<file path="config.mk">
export PLATFORM = sky130hd
export DESIGN_NAME = tt_um_accelshark_psg_mix_sched
export DESIGN_NICKNAME = d
export VERILOG_FILES = /design/src/rtl/psg_sched_pkg.sv /design/src/rtl/tt_um_accelshark_psg_sat16.sv /design/src/rtl/tt_um_accelshark_psg_mix_sched.sv
export SDC_FILE = /design/constraint.sdc
export NUM_CORES = 1
export LEC_CHECK = 0
export ABC_AREA = 1
export ABC_CLOCK_PERIOD_IN_PS = 3100
export CAP_MARGIN = 20
export CORE_ASPECT_RATIO = 1.5
export CORE_MARGIN = 4
export CORE_UTILIZATION = 50
export CTS_CLUSTER_SIZE = 12
export DETAILED_ROUTE_END_ITERATION = 12
export GPL_TIMING_DRIVEN = 0
export PLACE_DENSITY = 0.76
export SETUP_SLACK_MARGIN = 0.02
export SLEW_MARGIN = 30
export SYNTH_ARGS = -nofsm -noshare
export SYNTH_HDL_FRONTEND = slang
export SYNTH_HIERARCHICAL = 1
export SYNTH_SLANG_ARGS = --single-unit
export TNS_END_PERCENT = 30
</file>
<file path="constraint.sdc">
create_clock -name clk -period 3.1 [get_ports clk]
set_input_delay 0.93 -clock clk [delete_from_list [all_inputs] [get_ports clk]]
set_output_delay 0.93 -clock clk [all_outputs]
set_load 0.01 [all_outputs]
</file>
<file path="src/rtl/psg_sched_pkg.sv">
// Shared types and constants for the PSG per-frame mix scheduler.
package psg_sched_pkg;

  typedef enum logic [1:0] {
    ST_IDLE   = 2'd0,
    ST_REQ    = 2'd1,
    ST_ACC    = 2'd2,
    ST_COMMIT = 2'd3
  } sched_state_t;

  localparam int SAMPLE_W = 8;
  localparam int MIX_W    = 16;
  localparam int ACC_W    = 18;

  localparam logic [MIX_W-1:0] SAT_MAX = 16'h7FFF;
  localparam logic [MIX_W-1:0] SAT_MIN = 16'h8000;

endpackage

</file>
<file path="src/rtl/tt_um_accelshark_psg_sat16.sv">
// Combinational 18-bit signed to 16-bit signed saturator.
module tt_um_accelshark_psg_sat16
  import psg_sched_pkg::*;
(
  input  logic [ACC_W-1:0] i_acc,
  output logic [MIX_W-1:0] o_mix
);

  logic w_pos_ovf;
  logic w_neg_ovf;

  // The value fits in 16 bits only when every bit above bit 15 matches the sign.
  assign w_pos_ovf = !i_acc[ACC_W-1] && (i_acc[ACC_W-2:MIX_W-1] != '0);
  assign w_neg_ovf =  i_acc[ACC_W-1] && (i_acc[ACC_W-2:MIX_W-1] != '1);

  always_comb begin
    o_mix = i_acc[MIX_W-1:0];
    if (w_pos_ovf) begin
      o_mix = SAT_MAX;
    end else if (w_neg_ovf) begin
      o_mix = SAT_MIN;
    end
  end

endmodule

</file>
<file path="src/rtl/tt_um_accelshark_psg_mix_sched.sv">
// Per-frame round-robin PSG voice poller, L/R pan mixer and 16-bit saturating commit.
// Optional REQ timeout is built only when PSG_SCHED_TIMEOUT_EN is defined.
module tt_um_accelshark_psg_mix_sched
  import psg_sched_pkg::*;
#(
  parameter int NUM_VOICES = 4,
  parameter int GAIN_SHIFT = 6
`ifdef PSG_SCHED_TIMEOUT_EN
  ,
  parameter int TIMEOUT_CYCLES = 15
`endif
  ,
  localparam int IDX_W = $clog2(NUM_VOICES)
)(
  input  logic                  clk,
  input  logic                  rst,
  input  logic                  ena,
  input  logic                  frame_strobe,
  output logic [NUM_VOICES-1:0] voice_req,
  output logic [IDX_W-1:0]      voice_sel,
  input  logic [NUM_VOICES-1:0] voice_ack,
  input  logic [SAMPLE_W-1:0]   voice_sample,
  input  logic                  cfg_we,
  input  logic [IDX_W-1:0]      cfg_addr,
  input  logic [1:0]            cfg_wdata,
  input  logic                  flag_clr,
  output logic [MIX_W-1:0]      mix_l,
  output logic [MIX_W-1:0]      mix_r,
  output logic                  mix_valid,
  output logic                  overrun,
  output logic                  timeout,
  output logic [1:0]            dbg_state
);

  // Handshake: voice_req[i] stays high while voice i (= voice_sel) is polled; the poll
  // completes on the first cycle voice_ack[i] is high, with voice_sample valid in that
  // same cycle. Acks on any other line are ignored.

  sched_state_t r_state, w_next_state;
  logic [IDX_W-1:0] r_idx;
  logic [NUM_VOICES-1:0][1:0] r_pan, r_pan_snap;
  logic signed [ACC_W-1:0] r_acc_l, r_acc_r, w_scaled;
  logic [SAMPLE_W-1:0] r_sample;
  logic [MIX_W-1:0] r_mix_l, r_mix_r, w_sat_l, w_sat_r;
  logic r_mix_valid, r_overrun;
  logic w_start, w_abort, w_capture, w_to_hit, w_timeout_set, w_overrun_set, w_commit;
  logic w_last;

  assign w_last   = (r_idx == IDX_W'(NUM_VOICES - 1));
  assign w_scaled = {{(ACC_W-SAMPLE_W){r_sample[SAMPLE_W-1]}}, r_sample} << GAIN_SHIFT;

  always_comb begin
    w_next_state  = r_state;
    w_start       = 1'b0;
    w_abort       = 1'b0;
    w_capture     = 1'b0;
    w_timeout_set = 1'b0;
    w_overrun_set = 1'b0;
    w_commit      = 1'b0;
    if (!ena) begin
      w_next_state = ST_IDLE;
      w_abort      = (r_state != ST_IDLE);
    end else begin
      case (r_state)
        ST_IDLE: if (frame_strobe) begin
          w_next_state = ST_REQ;
          w_start      = 1'b1;
        end
        ST_REQ: if (voice_ack[r_idx]) begin
          w_capture    = 1'b1;
          w_next_state = ST_ACC;
        end else if (w_to_hit) begin
          w_timeout_set = 1'b1;
          w_next_state  = ST_ACC;
        end
        ST_ACC: w_next_state = w_last ? ST_COMMIT : ST_REQ;
        ST_COMMIT: begin
          w_commit     = 1'b1;
          w_next_state = ST_IDLE;
        end
        default: w_next_state = ST_IDLE;
      endcase
      // A strobe mid-frame restarts the frame; a commit in progress still lands.
      if (frame_strobe && (r_state != ST_IDLE)) begin
        w_overrun_set = 1'b1;
        w_start       = 1'b1;
        w_capture     = 1'b0;
        w_timeout_set = 1'b0;
        w_next_state  = ST_REQ;
      end
    end
  end

  always_comb begin
    voice_req = '0;
    if ((r_state == ST_REQ) && ena) begin
      voice_req[r_idx] = 1'b1;
    end
  end

  always_ff @(posedge clk or posedge rst) begin
    if (rst) begin
      r_state     <= ST_IDLE;
      r_idx       <= '0;
      r_pan       <= {NUM_VOICES{2'b11}};
      r_pan_snap  <= {NUM_VOICES{2'b11}};
      r_acc_l     <= '0;
      r_acc_r     <= '0;
      r_sample    <= '0;
      r_mix_l     <= '0;
      r_mix_r     <= '0;
      r_mix_valid <= 1'b0;
    end else begin
      r_state     <= w_next_state;
      r_mix_valid <= w_commit;
      if (cfg_we) begin
        r_pan[cfg_addr] <= cfg_wdata;
      end
      if (w_capture) begin
        r_sample <= voice_sample;
      end else if (w_timeout_set) begin
        r_sample <= '0;
      end
      if (w_commit) begin
        r_mix_l <= w_sat_l;
        r_mix_r <= w_sat_r;
      end
      if (w_start) begin
        r_pan_snap <= r_pan;
        r_acc_l    <= '0;
        r_acc_r    <= '0;
        r_idx      <= '0;
      end else if (w_abort) begin
        r_idx <= '0;
      end else if (r_state == ST_ACC) begin
        if (r_pan_snap[r_idx][0]) r_acc_l <= r_acc_l + w_scaled;
        if (r_pan_snap[r_idx][1]) r_acc_r <= r_acc_r + w_scaled;
        if (!w_last) r_idx <= r_idx + IDX_W'(1);
      end
    end
  end

  // Sticky flags: a new event in the same cycle as flag_clr wins.
  always_ff @(posedge clk or posedge rst) begin
    if (rst) begin
      r_overrun <= 1'b0;
    end else begin
      r_overrun <= w_overrun_set | (r_overrun & ~flag_clr);
    end
  end

`ifdef PSG_SCHED_TIMEOUT_EN
  localparam int TO_W = ($clog2(TIMEOUT_CYCLES) > 4) ? $clog2(TIMEOUT_CYCLES) : 4;
  logic [TO_W-1:0] r_to_cnt;
  logic            r_timeout;

  assign w_to_hit = (r_to_cnt == TO_W'(TIMEOUT_CYCLES - 1));

  always_ff @(posedge clk or posedge rst) begin
    if (rst) begin
      r_to_cnt  <= '0;
      r_timeout <= 1'b0;
    end else begin
      r_to_cnt  <= ((r_state == ST_REQ) && (w_next_state == ST_REQ) && !w_start)
                   ? r_to_cnt + TO_W'(1) : '0;
      r_timeout <= w_timeout_set | (r_timeout & ~flag_clr);
    end
  end

  assign timeout = r_timeout;
`else
  assign w_to_hit = 1'b0;
  assign timeout  = 1'b0;
`endif

  tt_um_accelshark_psg_sat16 u_sat_l (.i_acc(r_acc_l), .o_mix(w_sat_l));
  tt_um_accelshark_psg_sat16 u_sat_r (.i_acc(r_acc_r), .o_mix(w_sat_r));

  assign voice_sel = r_idx;
  assign mix_l     = r_mix_l;
  assign mix_r     = r_mix_r;
  assign mix_valid = r_mix_valid;
  assign overrun   = r_overrun;
  assign dbg_state = r_state;

endmodule

</file>
==> summary.txt <==
Starting density of the core: 51.9%
Static leakage: 3.44 nW
Post-synth EDFFs: 0
Met2 usage: 37.1%
Final net count: 847
Post-Syn Area: 5320 µm²
Vias: 4601
Core box area: 10200 µm²
Die area: 12400 µm²
Hold path depth: 2
H-tree depth: 3
WL final: 11.7 mm
Status: completed
RSZ-0062 raised after global routing: false
First-pass GRT wire length: 20.1 mm
Largest net degree at the start of global routing: 32
Peak VDD IR: 0.414 mV
DR DRC count: 0
CP Capture Type: primary output
Grt total ovfl: 0
Dpl cells: 927
Rows: 45
Met1 Track Usage GR: 22.4%
Critical path type: primary input to primary output
Synthesized flop and latch total: 86
Met3 GRT Util: 3.70%
Clk Latency, worst-skew pair: 0.34 ns
Clock-pin slew on the worst setup and hold paths: 0.06 ns
Maxcap violations: 0
Multi-input gate area: 2690 µm²
Asr flop ratio synth: 100%
Synth cell types: 38
Top Ports: 65
Slew margin rel.: 57.3%
Switching pwr: 2.26 mW
Chip width: 92.2 µm
Post-route clock period utilization: 95.3%
Via density: 4.88
Layout cell share with drive strength beyond 1: 12.1%
Clk root buf: clkbuf_16
Syn. warnings: 6
Syn Inst Count: 709
Max Freq: 338 MHz
Reg area: 2170 µm²
Clock share of power: 20.1%
GR peak layer: met2
Int Pwr: 3.42 mW
Net Sw Frac: 39.7%
Syn Area/Cell: 7.51 µm²
Post-Layout Cell Count: 943
Req. time, crit path: 2.17 ns
Hold slack: 0.467 ns
Drt wl/cell: 12.4 µm
Count of buffers from port buffering: 63
1st-iter DRT viols: 270
Vias in the first global route: 4589
Top cell type by total area after synthesis: dfrtp_1
Number of hold buffers added after CTS: 0
Final TNS setup: 0 ns
RePlAce Congestion: 0.924
Ys flop type: dfrtp_1
Inserted Clock Buffers: 9
P&R area growth vs syn: 22.7%
Setup violations, final: 0
Crit path DAT: 2.03 ns
CP Launch Type: primary input
Die height: 134 µm
Final slew viol count: 0
HP Class: flip-flop to flip-flop
Combinational share of power: 46.5%
Share of the yosys chip area belonging to registers: 40.8%
CTS sink count: 86
Cells taking the most area after synthesis: dfrtp_1, nand2_1, dfstp_2
P per Cell Area: 870 nW/µm²
Worst r2r path cells: 8
Sequential Power Share: 33.4%
Skew final: 0.00688 ns
Worst slew pin tran: 0.639 ns
Final hold violations: 0
Overall power: 5.68 mW
Dpl hpwl: 9.15 mm
Final core occ: 63.7%
Fill cells: 929
CTS max path bufs: 2
# diodes: 0
GR Util All Layers: 20.0%
Initial antenna violation count: 0
DRT antenna net count: 0
Crit path max fanout: 5
Drt pass-1 iters: 4
CTS tree: done
Top cell type's share of synthesized area: 32.9%
Fin crit period: 2.96 ns
## cell usage in the layout, fill, tap and decap left out, types with 3 or more instances in the layout
| cell | count |
|---|---|
| nand3_1 | 38 |
| xor2_1 | 4 |
| o21ai_1 | 9 |
| nand4_1 | 6 |
| ha_1 | 26 |
| inv_2 | 4 |
| a21oi_1 | 11 |
| buf_12 | 4 |
| nand2_1 | 326 |
| o21ai_2 | 16 |
| dfstp_2 | 16 |
| clkbuf_1 | 3 |
| clkbuf_16 | 9 |
| o21ai_0 | 18 |
| buf_6 | 12 |
| clkdlybuf4s50_1 | 62 |
| nand2_2 | 13 |
| inv_1 | 70 |
| conb_1 | 13 |
| xnor2_1 | 6 |
| nor2_1 | 35 |
| dfrtp_1 | 70 |
| clkinvlp_4 | 4 |
## flip-flops by register name, summed over array words and instances, names as in the netlist
name / cells
mix_l: 16
voice_sel: 2
r_sample: 8
r_pan_snap: 8
r_acc_l: 12
dbg_state: 2
r_pan: 8
overrun: 1
r_acc_r: 12
mix_valid: 1
mix_r: 16
## power by group through the flow
stage               Clock, mW  Sequential (mW)  Combinational (mW)
CTS                      1.16             1.90                2.65
global placement            0             1.90                2.54
global route             1.22             1.95                2.99
detailed placement          0             1.92                2.62
floorplan                   0             1.90                1.81
finish                   1.14             1.90                2.64
## stage by stage
stage	worst slack (ns)	instance area (µm²)
global placement	-0.0988	6180
CTS	0.134	6530
floorplan	0.989	5370
global route	0.0610	6530
detailed placement	-0.132	6220
finish	0.145	6530
## cell type report
cell class,count,area share (%)
flip-flops and latches,86,33.3
clock buffers,10,3.51
clock inverters,6,1.32
well taps,141,2.70
multi-input cells,538,41.1
inverters,79,4.87
repair buffers,65,10.2
plain buffers,18,2.99
## worst paths after layout
check                                to  slack (ns)        start
max                        voice_req[0]        0.14          ena
min                           mix_l[15]        0.47    mix_l[15]
max reg2reg                 r_acc_l[16]        1.22  r_sample[7]
min reg2reg                   mix_l[15]        0.47    mix_l[15]
max in group asynchronous      r_pan[7]        1.46          rst
min in group asynchronous       overrun        1.02          rst
## critical path: stages
cell             delay (ns)
dlygate4sd2_1          0.30
nand2_1                0.13
nor2_1                 0.11
clkdlybuf4s50_1        0.55
## what timing repair did
item,4_1_cts,5_1_grt
hold endpoints to repair,0,0
endpoints found under the setup margin,4,0
gates resized for setup,1,0
setup buffers,0,0
## cells by family after synthesis
logic type      count (synthesis)  share of synthesized area (%)
xor+xnor                       10                           1.65
flops                          86                           40.8
fa+ha+maj                      28                           6.87
other cells                     1                         0.0705
buf+inv                        97                           9.57
compound gates                 62                           7.99
simple gates                  425                           33.0
## per-layer routing
metal | share of wire (%) | routed length (µm)
met1 | 41 | 4800
met2 | 53 | 6190
met3 | 4.0 | 466
met4 | 2.3 | 266
met5 | 0 | 0
## synthesized netlist by cell type, types with 2 or more instances
library cell,n
nor2_1,35
buf_6,12
inv_2,4
a21oi_1,11
nand3_1,38
nand4_1,6
xnor2_1,6
o21ai_0,18
nand2_4,2
o21ai_1,9
nand3_4,2
clkinv_4,2
xor2_1,4
fa_1,2
buf_12,2
o21ai_2,16
inv_1,71
clkbuf_1,2
o21bai_4,2
dfstp_2,16
ha_1,26
nand2_1,326
nand2_2,13
dfrtp_1,70
No activity file was read; power rests on OpenSTA's default activity.
